[src/rtl/lsu_pkg.sv]
// Shared types and constants for the load/store unit.
package lsu_pkg;

    typedef enum logic [1:0] {
        StIdle,
        StWait,
        StResp
    } lsu_state_e;

    localparam logic [2:0] F3_B  = 3'b000;
    localparam logic [2:0] F3_H  = 3'b001;
    localparam logic [2:0] F3_W  = 3'b010;
    localparam logic [2:0] F3_BU = 3'b100;
    localparam logic [2:0] F3_HU = 3'b101;

endpackage

[src/rtl/load_store_unit_if.sv]
// Word-aligned memory bus between the load/store unit (master) and memory (slave).
interface load_store_unit_if;

    logic        bus_req;
    logic        bus_we;
    logic [31:0] bus_addr;
    logic [31:0] bus_wdata;
    logic [3:0]  bus_be;
    logic [31:0] bus_rdata;
    logic        bus_ack;

    modport master (
        output bus_req, bus_we, bus_addr, bus_wdata, bus_be,
        input  bus_rdata, bus_ack
    );

    modport slave (
        input  bus_req, bus_we, bus_addr, bus_wdata, bus_be,
        output bus_rdata, bus_ack
    );

endinterface

[src/rtl/lsu_align.sv]
// Combinational lane logic: byte enables, store replication, legality check
// and load lane select/extension of the captured read word.
module lsu_align
    import lsu_pkg::*;
(
    input  logic [2:0]  req_funct3_i,
    input  logic [1:0]  req_off_i,
    input  logic        req_store_i,
    input  logic [31:0] req_wdata_i,
    output logic [3:0]  be_o,
    output logic [31:0] wdata_o,
    output logic        err_o,
    input  logic [2:0]  rsp_funct3_i,
    input  logic [1:0]  rsp_off_i,
    input  logic [31:0] rsp_rdata_i,
    output logic [31:0] rsp_data_o
);

    logic [7:0]  lane_b;
    logic [15:0] lane_h;

    always_comb begin
        be_o    = 4'b0000;
        wdata_o = req_wdata_i;
        err_o   = 1'b0;
        case (req_funct3_i)
            F3_B, F3_BU: begin
                be_o    = 4'b0001 << req_off_i;
                wdata_o = {4{req_wdata_i[7:0]}};
            end
            F3_H, F3_HU: begin
                be_o    = 4'b0011 << req_off_i;
                wdata_o = {2{req_wdata_i[15:0]}};
                err_o   = req_off_i[0];
            end
            F3_W: begin
                be_o  = 4'b1111;
                err_o = (req_off_i != 2'b00);
            end
            default: err_o = 1'b1;
        endcase
        // Unsigned variants exist only for loads.
        if (req_store_i && req_funct3_i[2]) begin
            err_o = 1'b1;
        end
    end

    always_comb begin
        lane_h = rsp_off_i[1] ? rsp_rdata_i[31:16] : rsp_rdata_i[15:0];
        lane_b = rsp_off_i[0] ? lane_h[15:8] : lane_h[7:0];
        case (rsp_funct3_i)
            F3_B:    rsp_data_o = {{24{lane_b[7]}}, lane_b};
            F3_BU:   rsp_data_o = {24'h0, lane_b};
            F3_H:    rsp_data_o = {{16{lane_h[15]}}, lane_h};
            F3_HU:   rsp_data_o = {16'h0, lane_h};
            F3_W:    rsp_data_o = rsp_rdata_i;
            default: rsp_data_o = 32'h0;
        endcase
    end

endmodule

[src/rtl/load_store_unit.sv]
// M-stage load/store unit: one bus transaction per access, stalling the pipeline
// until ack. Define LSU_TIMEOUT_EN to abort a WAIT after TIMEOUT_CYCLES cycles.
module load_store_unit
    import lsu_pkg::*;
#(
    parameter int unsigned TIMEOUT_CYCLES = 255
) (
    input  logic              clk,
    input  logic              reset,
    input  logic              MemWriteM,
    input  logic              MemReadM,
    input  logic [2:0]        funct3M,
    input  logic [31:0]       Mem_WrAddr,
    input  logic [31:0]       Mem_WrData,
    output logic [31:0]       ReadDataM,
    output logic              StallM,
    load_store_unit_if.master bus,
    output logic              lsu_err
);

    if (TIMEOUT_CYCLES == 0) begin : g_param_check
        $error("TIMEOUT_CYCLES must be nonzero");
    end

    lsu_state_e  state_q, state_d;
    logic [31:0] addr_q, addr_d, wdata_q, wdata_d, rdata_q, rdata_d;
    logic [3:0]  be_q, be_d;
    logic [2:0]  f3_q, f3_d;
    logic [1:0]  off_q, off_d;
    logic        we_q, we_d, lsu_err_q, lsu_err_d;

    logic        access, align_err, start, bad_req, timeout;
    logic [3:0]  req_be;
    logic [31:0] req_wdata, rsp_data;

    // A simultaneous read and write is a store, so MemWriteM alone selects direction.
    assign access  = MemWriteM | MemReadM;
    assign start   = (state_q == StIdle) && access && !align_err;
    assign bad_req = (state_q == StIdle) && access && align_err;

    lsu_align u_align (
        .req_funct3_i (funct3M),
        .req_off_i    (Mem_WrAddr[1:0]),
        .req_store_i  (MemWriteM),
        .req_wdata_i  (Mem_WrData),
        .be_o         (req_be),
        .wdata_o      (req_wdata),
        .err_o        (align_err),
        .rsp_funct3_i (f3_q),
        .rsp_off_i    (off_q),
        .rsp_rdata_i  (rdata_q),
        .rsp_data_o   (rsp_data)
    );

`ifdef LSU_TIMEOUT_EN
    localparam int unsigned CntW = $clog2(TIMEOUT_CYCLES + 1);
    logic [CntW-1:0] cnt_q, cnt_d;

    always_comb begin
        cnt_d = '0;
        if (state_q == StWait) begin
            cnt_d = cnt_q + 1'b1;
        end
    end

    assign timeout = (state_q == StWait) && !bus.bus_ack &&
                     (cnt_q == CntW'(TIMEOUT_CYCLES - 1));

    always_ff @(posedge clk or negedge reset) begin
        if (!reset) begin
            cnt_q <= '0;
        end else begin
            cnt_q <= cnt_d;
        end
    end
`else
    assign timeout = 1'b0;
`endif

    always_ff @(posedge clk or negedge reset) begin
        if (!reset) begin
            state_q <= StIdle;
        end else begin
            state_q <= state_d;
        end
    end

    always_comb begin
        state_d = state_q;
        unique case (state_q)
            StIdle: if (start) state_d = StWait;
            StWait: if (bus.bus_ack || timeout) state_d = StResp;
            StResp: state_d = StIdle;
            default: state_d = StIdle;
        endcase
    end

    always_comb begin
        StallM      = start || (state_q == StWait);
        bus.bus_req = (state_q == StWait);
        ReadDataM   = 32'h0;
        if ((state_q == StResp) && !we_q) begin
            ReadDataM = rsp_data;
        end
    end

    always_comb begin
        addr_d    = addr_q;
        wdata_d   = wdata_q;
        be_d      = be_q;
        we_d      = we_q;
        f3_d      = f3_q;
        off_d     = off_q;
        rdata_d   = rdata_q;
        lsu_err_d = bad_req || timeout;
        if (start) begin
            addr_d  = {Mem_WrAddr[31:2], 2'b00};
            wdata_d = req_wdata;
            be_d    = req_be;
            we_d    = MemWriteM;
            f3_d    = funct3M;
            off_d   = Mem_WrAddr[1:0];
        end
        if ((state_q == StWait) && bus.bus_ack) begin
            rdata_d = bus.bus_rdata;
        end else if (timeout) begin
            rdata_d = 32'h0;
        end
    end

    always_ff @(posedge clk or negedge reset) begin
        if (!reset) begin
            addr_q    <= 32'h0;
            wdata_q   <= 32'h0;
            be_q      <= 4'h0;
            we_q      <= 1'b0;
            f3_q      <= 3'h0;
            off_q     <= 2'h0;
            rdata_q   <= 32'h0;
            lsu_err_q <= 1'b0;
        end else begin
            addr_q    <= addr_d;
            wdata_q   <= wdata_d;
            be_q      <= be_d;
            we_q      <= we_d;
            f3_q      <= f3_d;
            off_q     <= off_d;
            rdata_q   <= rdata_d;
            lsu_err_q <= lsu_err_d;
        end
    end

    assign bus.bus_we    = we_q;
    assign bus.bus_addr  = addr_q;
    assign bus.bus_wdata = wdata_q;
    assign bus.bus_be    = be_q;
    assign lsu_err       = lsu_err_q;

endmodule

[src/flat_wrapper.sv]
// flat-port wrapper written by rule: the top's interface ports become plain ports
module load_store_unit_flat import lsu_pkg::*;
#(
    parameter int unsigned TIMEOUT_CYCLES = 255
)
  (clk, reset, MemWriteM, MemReadM, funct3M, Mem_WrAddr, Mem_WrData, ReadDataM, StallM, lsu_err, bus_bus_req, bus_bus_we, bus_bus_addr, bus_bus_wdata, bus_bus_be, bus_bus_rdata, bus_bus_ack);
  load_store_unit_if bus_i ();
  input  logic clk;
  input  logic reset;
  input  logic MemWriteM;
  input  logic MemReadM;
  input  logic [2:0] funct3M;
  input  logic [31:0] Mem_WrAddr;
  input  logic [31:0] Mem_WrData;
  output logic [31:0] ReadDataM;
  output logic StallM;
  output logic lsu_err;
  output wire logic [$bits(bus_i.bus_req)-1:0] bus_bus_req;
  output wire logic [$bits(bus_i.bus_we)-1:0] bus_bus_we;
  output wire logic [$bits(bus_i.bus_addr)-1:0] bus_bus_addr;
  output wire logic [$bits(bus_i.bus_wdata)-1:0] bus_bus_wdata;
  output wire logic [$bits(bus_i.bus_be)-1:0] bus_bus_be;
  input wire logic [$bits(bus_i.bus_rdata)-1:0] bus_bus_rdata;
  input wire logic [$bits(bus_i.bus_ack)-1:0] bus_bus_ack;
  assign bus_bus_req = bus_i.bus_req;
  assign bus_bus_we = bus_i.bus_we;
  assign bus_bus_addr = bus_i.bus_addr;
  assign bus_bus_wdata = bus_i.bus_wdata;
  assign bus_bus_be = bus_i.bus_be;
  assign bus_i.bus_rdata = bus_bus_rdata;
  assign bus_i.bus_ack = bus_bus_ack;
  load_store_unit #(.TIMEOUT_CYCLES(TIMEOUT_CYCLES)) u_core (.clk(clk), .reset(reset), .MemWriteM(MemWriteM), .MemReadM(MemReadM), .funct3M(funct3M), .Mem_WrAddr(Mem_WrAddr), .Mem_WrData(Mem_WrData), .ReadDataM(ReadDataM), .StallM(StallM), .bus(bus_i), .lsu_err(lsu_err));
endmodule
[config.mk]
export PLATFORM = sky130hd
export DESIGN_NAME = load_store_unit_flat
export DESIGN_NICKNAME = d
export VERILOG_FILES = /design/src/rtl/lsu_pkg.sv /design/src/rtl/load_store_unit_if.sv /design/src/rtl/lsu_align.sv /design/src/rtl/load_store_unit.sv /design/src/flat_wrapper.sv
export SDC_FILE = /design/constraint.sdc
export NUM_CORES = 1
export LEC_CHECK = 0
export CORE_MARGIN = 4
export CORE_UTILIZATION = 47
export DETAILED_ROUTE_END_ITERATION = 10
export PLACE_DENSITY = 0.95
export SLEW_MARGIN = 10
export SYNTH_ARGS = -nofsm -noshare
export SYNTH_HDL_FRONTEND = slang
export SYNTH_SLANG_ARGS = --single-unit
[constraint.sdc]
create_clock -name clk -period 3.1 [get_ports clk]
set_clock_uncertainty 0.15 [all_clocks]
set_input_delay 0.31 -clock clk [delete_from_list [all_inputs] [get_ports clk]]
set_output_delay 0.31 -clock clk [all_outputs]
set_load 0.01 [all_outputs]
==> flow_summary.ini <==
[drt]
vias_per_cell = 5.58
drt_iter0_drc = 411
drc = 0
wl_per_cell_um = 20.2
ant_nets = 0
first_pass_iters = 4
route.vias.total = 4227
finalWirelength_mm = 15.3

[placed_design]
dp_hpwl_mm = 11.6
io_buffers = 205
place_congestion = 0.876
dp_cells = 742

[synth]
avgSynthCellArea_um2 = 12.6
syn_area_um2 = 5180
yosysSeqAreaShare_pct = 51.7
synth_top_family_by_area = multiplexers
synth_xor_area_share_pct = 0
ys_ff_latch = 107
yosys_warnings = 0
synth.distinct_cells = 38
synth_cells = 411
synth.area.mux_share_pct = 30.2
synth_compound_gate_area_share_pct = 9.46
synth-simple-area-share_pct = 5.29
synth-adder-area-share_pct = 0

[floorplan]
initial_core_util_pct = 47.8
dieHeight_um = 113
die_w_um = 113
dieArea_um2 = 12800
ios = 208
fp-row-count = 38
fp.coreArea_um2 = 10800

[setup_path]
critPathCapture = ReadDataM[23]
cp_num_cells = 4
worstPathMaxFanout = 16
r2r_end = u_core.bus.bus_addr[12]$_DFFE_PN0P_
cpLargestDelayFamily = simple AND/OR/NAND/NOR gates
path_class = reg2out
crit_slowest_cell = clkdlybuf4s50_1
timing.rr.start = u_core.state_q[1]$_DFFE_PN0P_
path_buf_inv = 1
rr_worst_depth = 4
reg2reg_slack_ps = 1250
cp_cell_sequence = nor3b_1 -> nand2_1 -> a21oi_1 -> clkdlybuf4s50_1
critPathLaunch = u_core.state_q[0]$_DFFE_PN0P_
max_stage_delay_ps = 580
worstSetupEndpointType = primary output
crit_required_ps = 2640
cp_data_arrival_time_ps = 2550
critPathLaunchType = register

[cells_and_area]
final_common_cell = clkdlybuf4s50_1
nets = 718
final_cell_mix = clkdlybuf4s50_1, dfrtp_1, mux2_2, mux2_1, a21oi_1
antennaDiodeCount = 0
drive_gt1_share_pct = 17.7
syn2layout_area_growth_pct = 46.1
fin_cells = 757

[clock_network]
cts_resized = 0
clkSinkCount = 107
cts.clk_slew.worst_paths_ps = 90
clockBufferDepth = 2
insertion_delay_ps = 360
cts_root_buf = clkbuf_8
cts.htree.levels = 3
cts-buffers-inserted = 9
cts_tree = yes

[grt]
grt_pass1_vias = 4487
gr-usage-all-layers_pct = 23.9
grt_max_degree = 63
grt_pass1_wl_mm = 23.9
antenna_found_initial = 0
globalRouteOverflowTotal = 0

[power]
p_total_mw = 5.54
ir_drop_mv = 0.546
leakage_nw = 3.04
power_density_nw_per_um2 = 732

[timing]
setup-violations-final = 0
rsz0062_at_grt = true
finalHoldViolCount = 0
max_freq_ghz = 0.332
period_minus_slack_ps = 3010
worstMarginPinSlew_ps = 812
slew_headroom_pct = 45.9
period_share_pct = 97.0
setup_tns_ps = 0
drv_slew = 0

[status]
status = finished clean

[hold_path]
hold_class = reg2reg

[flow_run]
maxCapViolCount = 0
==> Yosys cell counts, drive strengths merged <==
cell type / n / share of area [%]
mux2: 130 / 28
dfrtp: 107 / 52
a21oi: 33 / 3.2
nand2: 30 / 2.2
buf: 19 / 2.2
clkbuf: 11 / 0.80
o21ai: 11 / 1.1
a22oi: 9 / 1.3
a32oi: 9 / 1.5
mux2i: 8 / 1.5
nand3: 8 / 0.77
a32o: 4 / 0.77
nor2: 4 / 0.29
inv: 3 / 0.22
nand2b: 3 / 0.36
nor3: 2 / 0.19
nor3b: 2 / 0.29
or2: 2 / 0.24
or3b: 2 / 0.34
a221oi: 1 / 0.51
and2: 1 / 0.12
clkinv: 1 / 0.072
conb: 1 / 0.072
mux4: 1 / 0.43
nand3b: 1 / 0.14
nor2b: 1 / 0.12
nor4: 1 / 0.24
o211a: 1 / 0.19
o211ai: 1 / 0.24
o21ba: 1 / 0.19
o311ai: 1 / 0.17
o31ai: 1 / 0.14
o32ai: 1 / 0.17
==> power by group <==
| group | total (mW) | internal (mW) | switching [mW] | leakage, nW |
|---|---|---|---|---|
| registers | 2.38 | 1.95 | 0.428 | 1.27 |
| logic | 2.36 | 1.38 | 0.977 | 1.68 |
| clock network | 0.805 | 0.352 | 0.453 | 0.0916 |
| total | 5.54 | 3.69 | 1.86 | 3.04 |
==> metrics by stage <==
stage | hold WS [ps] | cell area (µm²) | setup slack (ps) | util, %
CTS | 346 | 7570 | 109 | 69.9
floorplan | -136 | 5190 | 1050 | -
global route | 351 | 7570 | -28.8 | 69.9
detailed placement | 300 | 7390 | 448 | 68.1
finish | 342 | 7570 | 91.9 | 69.9
global placement | 288 | 7390 | 497 | 68.1
==> cells by family (layout without fill, tap and decap cells) <==
logic type      after synthesis  in the layout
buf+inv                      34            239
other cells                   1              2
flops                       107            107
mux                         139            139
compound gates               73             73
simple gates                 57             57
==> repair_timing <==
action                                 in CTS  in global routing
setup endpoints to repair                   0                  2
endpoints found under the hold margin      59                  0
setup buffers                               0                  0
hold buffers                                1                  0
==> state kept, by name, indices dropped and copies added, names as in the netlist <==
name / cells
u_core.bus.bus_addr: 30
u_core.bus.bus_we: 1
u_core.off_q: 2
u_core.rdata_q: 32
u_core.state_q: 2
u_core.bus.bus_wdata: 32
u_core.bus.bus_be: 4
u_core.f3_q: 3
u_core.lsu_err: 1
==> worst register-to-register path, delay by kind of cell, from the launching register on <==
| family | cells | cell delay [ps] |
|---|---|---|
| AO/OA/AOI/OAI | 1 | 280 |
| buffers and inverters | 1 | 280 |
| flip-flops | 1 | 400 |
| multiplexers | 1 | 370 |
| AND/OR/NAND/NOR | 1 | 250 |
==> cell type report <==
class	count	area (µm²)
Clock buffer	13	169
Timing Repair Buffer	221	2180
Fill cell	760	3270
Clock inverter	1	8.76
Inverter	4	15.0
Tap cell	140	175
Multi-Input combinational cell	271	2340
Sequential cell	107	2680
==> how the worst min path moves through the flow <==
stage / start / to / slack [ps] / cells past startpoint
global placement: reset / u_core.rdata_q[12]$_DFFE_PN0P_ / 290 / 1
CTS: u_core.bus.bus_addr[24]$_DFFE_PN0P_ / u_core.bus.bus_addr[24]$_DFFE_PN0P_ / 350 / 1
global route: u_core.bus.bus_addr[24]$_DFFE_PN0P_ / u_core.bus.bus_addr[24]$_DFFE_PN0P_ / 350 / 1
floorplan: reset / u_core.bus.bus_addr[10]$_DFFE_PN0P_ / -140 / 0
detailed placement: reset / u_core.rdata_q[17]$_DFFE_PN0P_ / 300 / 1
finish: u_core.bus.bus_wdata[15]$_DFFE_PN0P_ / u_core.bus.bus_wdata[15]$_DFFE_PN0P_ / 340 / 1
==> layer usage <==
| metal | part of all wire [%] | GRT usage [%] | vias up | wire length, µm |
|---|---|---|---|---|
| met2 | 49 | 41.0 | 225 | 7540 |
| met4 | 2.5 | 8.81 | 0 | 374 |
| met1 | 39 | 28.5 | 2087 | 5920 |
| met3 | 9.4 | 7.22 | 29 | 1430 |
| met5 | 0 | 0 | - | 0 |
| li1 | - | - | 1886 | - |
No activity file was read; power rests on OpenSTA's default activity.
